==> src/rtl/bus_expander_if.sv <==
// Handshake bundle for the serial-to-parallel expander: one-bit input stream,
// WIDTH-bit output word with a registered OR summary and a sticky overflow flag.
interface bus_expander_if #(
    parameter int WIDTH = 6
);
    logic             io_in_valid;
    logic             io_in_bit;
    logic             io_in_ready;
    logic             io_msb_first;
    logic             io_out_valid;
    logic             io_out_ready;
    logic [WIDTH-1:0] io_out_bits;
    logic             io_out_any;
    logic             io_overflow;

    // The expander itself
    modport slave (
        input  io_in_valid,
        input  io_in_bit,
        input  io_msb_first,
        input  io_out_ready,
        output io_in_ready,
        output io_out_valid,
        output io_out_bits,
        output io_out_any,
        output io_overflow
    );

    // Producer of serial bits and consumer of words
    modport master (
        output io_in_valid,
        output io_in_bit,
        output io_msb_first,
        output io_out_ready,
        input  io_in_ready,
        input  io_out_valid,
        input  io_out_bits,
        input  io_out_any,
        input  io_overflow
    );
endinterface

==> src/rtl/bus_expander.sv <==
// Serial-to-parallel expander: gathers WIDTH accepted bits into one word and
// presents it on a single-entry output register with valid/ready handshake.
module bus_expander #(
    parameter int WIDTH = 6
) (
    input  logic          clock,
    input  logic          reset,
    bus_expander_if.slave bus
);
    localparam int CW = (WIDTH > 1) ? $clog2(WIDTH) : 1;
    localparam logic [CW-1:0] LAST_IDX = CW'(WIDTH - 1);

    typedef enum logic [1:0] {
        IDLE  = 2'd0,
        SHIFT = 2'd1,
        HOLD  = 2'd2
    } state_t;

    state_t           state_reg;
    state_t           state_next;
    logic [CW-1:0]    count_reg;
    logic [CW-1:0]    count_next;
    logic [WIDTH-1:0] shift_reg;
    logic [WIDTH-1:0] shift_next;
    logic             in_ready_reg;
    logic             out_valid_reg;
    logic [WIDTH-1:0] out_bits_reg;
    logic             out_any_reg;
    logic             overflow_reg;

    logic             in_xfer;
    logic             slot_free;
    logic             load_out;
    logic [WIDTH-1:0] load_word;
    logic [WIDTH-1:0] hit;
    logic [WIDTH-1:0] assembled;

    assign in_xfer   = bus.io_in_valid & in_ready_reg;
    assign slot_free = ~out_valid_reg | bus.io_out_ready;

    // Drop the incoming bit into the lane selected by arrival index and order.
    for (genvar gi = 0; gi < WIDTH; gi++) begin : g_place
        localparam logic [CW-1:0] POS_LSB = CW'(gi);
        localparam logic [CW-1:0] POS_MSB = CW'(WIDTH - 1 - gi);
        assign hit[gi]       = bus.io_msb_first ? (count_reg == POS_MSB)
                                                : (count_reg == POS_LSB);
        assign assembled[gi] = hit[gi] ? bus.io_in_bit : shift_reg[gi];
    end

    always_ff @(posedge clock) begin
        if (reset) begin
            state_reg    <= IDLE;
            count_reg    <= '0;
            shift_reg    <= '0;
            in_ready_reg <= 1'b1;
        end else begin
            state_reg    <= state_next;
            count_reg    <= count_next;
            shift_reg    <= shift_next;
            in_ready_reg <= (state_next != HOLD);
        end
    end

    always_comb begin
        state_next = state_reg;
        count_next = count_reg;
        shift_next = shift_reg;
        load_out   = 1'b0;
        load_word  = '0;
        unique case (state_reg)
            IDLE, SHIFT: begin
                if (in_xfer) begin
                    if (count_reg == LAST_IDX) begin
                        count_next = '0;
                        if (slot_free) begin
                            load_out   = 1'b1;
                            load_word  = assembled;
                            shift_next = '0;
                            state_next = IDLE;
                        end else begin
                            // Complete word parks in the shift register until the slot frees.
                            shift_next = assembled;
                            state_next = HOLD;
                        end
                    end else begin
                        shift_next = assembled;
                        count_next = count_reg + 1'b1;
                        state_next = SHIFT;
                    end
                end
            end
            HOLD: begin
                if (slot_free) begin
                    load_out   = 1'b1;
                    load_word  = shift_reg;
                    shift_next = '0;
                    state_next = IDLE;
                end
            end
            default: begin
                state_next = IDLE;
                count_next = '0;
                shift_next = '0;
            end
        endcase
    end

    always_ff @(posedge clock) begin
        if (reset) begin
            out_valid_reg <= 1'b0;
            out_bits_reg  <= '0;
            out_any_reg   <= 1'b0;
            overflow_reg  <= 1'b0;
        end else begin
            if (load_out) begin
                out_valid_reg <= 1'b1;
                out_bits_reg  <= load_word;
                out_any_reg   <= |load_word;
            end else if (bus.io_out_ready) begin
                out_valid_reg <= 1'b0;
            end
            if (bus.io_in_valid && !in_ready_reg) begin
                overflow_reg <= 1'b1;
            end
        end
    end

    assign bus.io_in_ready  = in_ready_reg;
    assign bus.io_out_valid = out_valid_reg;
    assign bus.io_out_bits  = out_bits_reg;
    assign bus.io_out_any   = out_any_reg;
    assign bus.io_overflow  = overflow_reg;
endmodule

==> src/flat_wrapper.sv <==
// flat-port wrapper written by rule: the top's interface ports become plain ports
module bus_expander_flat 
#(
    parameter int WIDTH = 6
)
  (clock, reset, bus_io_in_valid, bus_io_in_bit, bus_io_msb_first, bus_io_out_ready, bus_io_in_ready, bus_io_out_valid, bus_io_out_bits, bus_io_out_any, bus_io_overflow);
  bus_expander_if #(.WIDTH(WIDTH)) bus_i ();
  input  logic clock;
  input  logic reset;
  input wire logic [$bits(bus_i.io_in_valid)-1:0] bus_io_in_valid;
  input wire logic [$bits(bus_i.io_in_bit)-1:0] bus_io_in_bit;
  input wire logic [$bits(bus_i.io_msb_first)-1:0] bus_io_msb_first;
  input wire logic [$bits(bus_i.io_out_ready)-1:0] bus_io_out_ready;
  output wire logic [$bits(bus_i.io_in_ready)-1:0] bus_io_in_ready;
  output wire logic [$bits(bus_i.io_out_valid)-1:0] bus_io_out_valid;
  output wire logic [$bits(bus_i.io_out_bits)-1:0] bus_io_out_bits;
  output wire logic [$bits(bus_i.io_out_any)-1:0] bus_io_out_any;
  output wire logic [$bits(bus_i.io_overflow)-1:0] bus_io_overflow;
  assign bus_i.io_in_valid = bus_io_in_valid;
  assign bus_i.io_in_bit = bus_io_in_bit;
  assign bus_i.io_msb_first = bus_io_msb_first;
  assign bus_i.io_out_ready = bus_io_out_ready;
  assign bus_io_in_ready = bus_i.io_in_ready;
  assign bus_io_out_valid = bus_i.io_out_valid;
  assign bus_io_out_bits = bus_i.io_out_bits;
  assign bus_io_out_any = bus_i.io_out_any;
  assign bus_io_overflow = bus_i.io_overflow;
  bus_expander #(.WIDTH(WIDTH)) u_core (.clock(clock), .reset(reset), .bus(bus_i));
endmodule
==> config.mk <==
export PLATFORM = sky130hd
export DESIGN_NAME = bus_expander_flat
export DESIGN_NICKNAME = d
export VERILOG_FILES = /design/src/rtl/bus_expander_if.sv /design/src/rtl/bus_expander.sv /design/src/flat_wrapper.sv
export SDC_FILE = /design/constraint.sdc
export NUM_CORES = 1
export LEC_CHECK = 0
export CORE_MARGIN = 2
export CORE_UTILIZATION = 30
export DETAILED_ROUTE_END_ITERATION = 10
export GPL_ROUTABILITY_DRIVEN = 0
export GPL_TIMING_DRIVEN = 1
export PLACE_DENSITY = 0.6
export SLEW_MARGIN = 20
export SYNTH_ARGS = -nofsm -noshare
export SYNTH_HDL_FRONTEND = slang
export SYNTH_SLANG_ARGS = --single-unit
==> constraint.sdc <==
create_clock -name clock -period 2.9 [get_ports clock]
set_clock_uncertainty 0.2 [all_clocks]
set_input_delay 0.58 -clock clock [delete_from_list [all_inputs] [get_ports clock]]
set_output_delay 0.58 -clock clock [all_outputs]
set_load 0.005 [all_outputs]
==> impl_metrics.py <==
metrics = {
    "drt": {
        "drt_wl_total_um": 3150,
        "viasPerCell": 5.43,
        "wl_per_cell_um": 14.6,
        "num_vias": 1173,
        "drtIter0Drc": 81,
        "route.detailed.drc": 0,
        "ant_nets": 0,
        "first_pass_iters": 4,
    },
    "sta": {
        "max_slew_margin_pct": 49.7,
        "fin_crit_sh_pct": 83.3,
        "holdWs_ns": 0.258,
        "hold_violations": 0,
        "timing.fmax_mhz": 414,
        "rsz0062_at_grt": "false",
        "drv_slew": 0,
        "fin_ws_ns": 0.483,
        "finalCriticalPeriod_ns": 2.42,
        "tightest_slew_ns": 0.752,
        "fin_tns_setup_ns": 0,
        "finalSetupViolations": 0,
    },
    "clocking": {
        "cts_tree": "built",
        "insertion_delay_ns": 0.27,
        "cts_resized": 0,
        "clockBufferDepth": 2,
        "h-tree-depth": 1,
        "cts.root.buffer_cell": "clkbuf_8",
        "postCtsSetupRepairBufs": 0,
        "cts.reportedPaths.clkPinSlew_ns": 0.08,
        "numCtsBuffers": 3,
        "hold_buffers": 0,
        "clock-sinks": 21,
    },
    "final_layout": {
        "final_common_cell": "dfxtp_1",
        "drive_gt1_share_pct": 13.3,
        "fin_util_pct": 36.6,
        "area.growth.synth_to_final_pct": 16.4,
        "finalNonFillerCells": 216,
        "diodes": 0,
        "fin_area_um2": 1470,
        "fin_nets": 174,
        "most-common-layout-cells": "dfxtp_1, nor2_1, a21oi_1, clkdlybuf4s50_1, nand2_1",
    },
    "worst_setup_path": {
        "reg2reg_depth": 7,
        "critPathLaunchType": "primary input",
        "worstPathRequired_ns": 2.82,
        "critical_path_class": "primary input to flop",
        "critPathSlowestCell": "clkdlybuf4s50_1",
        "worstPathCellList": "clkdlybuf4s50_1 -> inv_1 -> or3_1 -> o221a_2 -> o21ai_2 -> a311oi_2",
        "slowest_delay_ns": 0.72,
        "crit_path_end_kind": "flop",
        "cp_data_arrival_time_ns": 2.34,
        "worstPathMaxFanout": 12,
    },
    "yosys": {
        "synthTopCellsByArea": "dfxtp_1, a21oi_1, nor2_1",
        "synth_edf_count": 0,
        "synth_nets": 161,
        "synth_cells": 154,
        "ys_async_sr_fraction_pct": 0,
        "ys_seq_area_share_pct": 33.2,
        "yosys.area.top_type": "dfxtp_1",
        "syn_avg_cell_area_um2": 8.22,
        "yosysTopAreaCellShare_pct": 33.2,
        "yosys_warnings": 0,
        "yosysUniqueCellTypes": 51,
        "syn-cell-area_um2": 1270,
        "ys_ff_latch": 21,
        "synth_flop_cell": "dfxtp_1",
    },
    "power_and_ir_drop": {
        "comb_power_share_pct": 12.6,
        "power_frac_clock_pct": 34.4,
        "swShare_pct": 26.9,
        "power_mw": 0.576,
        "sequentialPowerShare_pct": 53.0,
        "peakVddDrop_uv": 137,
        "internal_power_mw": 0.421,
        "power.leakage_nw": 0.517,
        "power_density_nw_per_um2": 391,
        "switching_power_mw": 0.155,
    },
    "flow_run": {
        "cap_violations": 0,
    },
    "min_path": {
        "min_path_cells": 2,
        "worstHoldPathType": "flop to flop",
    },
    "run_status": {
        "status": "finished, final reports clean",
    },
    "placed_design": {
        "dp.cells": 212,
        "place_area_um2": 1430,
        "dp_hpwl_um": 2260,
        "portBuffers": 15,
        "post-place-ws_ns": 0.206,
    },
    "global_routing": {
        "grt_pass1_wl_um": 5320,
        "grt_pass1_vias": 1121,
        "antenna_found_initial": 0,
        "gr-total-overflow": 0,
        "grt_max_degree": 22,
        "track_usage_pct": 15.2,
    },
    "die": {
        "die_x_um": 69.0,
        "die_area_um2": 4760,
        "coreArea_um2": 4030,
        "initial_core_util_pct": 31.4,
        "io-pin-count": 16,
        "die_h_um": 69.0,
        "rows": 23,
    },
}
[routing by layer]
metal	vias to the layer above	wire, µm	part of all wire (%)	global-route usage [%]
met5	-	0	0	0
met4	0	53	1.7	6.86
met3	5	125	4.0	2.76
met2	24	1500	48	23.0
met1	557	1480	47	21.0
li1	587	-	-	-
[power groups by stage]
stage	registers [mW]	logic [mW]	clock network, mW
2_1_floorplan	0.307	0.0577	0
3_3_place_gp	0.312	0.0703	0
3_5_place_dp	0.312	0.0725	0
4_1_cts	0.305	0.0728	0.201
5_1_grt	0.307	0.0821	0.212
6_report	0.305	0.0727	0.198
[Yosys cell counts (2+ instances only)]
cell type	count
a21oi_1	18
a22oi_1	4
a2bb2oi_1	2
and2_1	2
and3_1	2
and3b_1	2
buf_2	2
buf_4	2
buf_6	3
clkbuf_1	2
dfxtp_1	21
inv_1	5
nand2_1	11
nand2b_1	3
nand3_1	2
nor2_1	19
nor2b_1	5
nor3_1	3
nor4_1	4
nor4b_1	2
o21ai_0	8
o21ai_1	2
o221a_2	2
[critical path, delay by kind of cell]
family | cells | cell delay (ns)
buf+inv | 2 | 0.85
simple gates | 1 | 0.35
compound gates | 3 | 0.56
[logic make-up after synthesis]
family,after synthesis,share of synthesized area (%)
buffers and inverters,15,7.02
and+or+nand+nor,63,27.5
muxes,1,0.889
DFF,21,33.2
adders and majority gates,1,0.988
AOI/OAI and AO/OA,53,30.4
[area by class of cell]
class	instances	area, µm²
Timing Repair Buffer	17	165
Multi-Input combinational cell	118	757
Sequential cell	21	420
Clock inverter	1	5.00
Inverter	6	22.5
Clock buffer	3	41.3
Fill cell	437	2550
Tap cell	50	62.6
[path summary, 6_finish.rpt]
| path | from | endpoint | slack (ns) |
|---|---|---|---|
| min | u_core.bus.io_out_bits[4] | u_core.bus.io_out_bits[4] | 0.26 |
| max reg2reg | u_core.count_reg[2] | u_core.bus.io_out_any | 0.56 |
| max | bus_io_msb_first | u_core.bus.io_out_any | 0.48 |
| min reg2reg | u_core.bus.io_out_bits[4] | u_core.bus.io_out_bits[4] | 0.26 |
(Power assumes the default switching activity.)
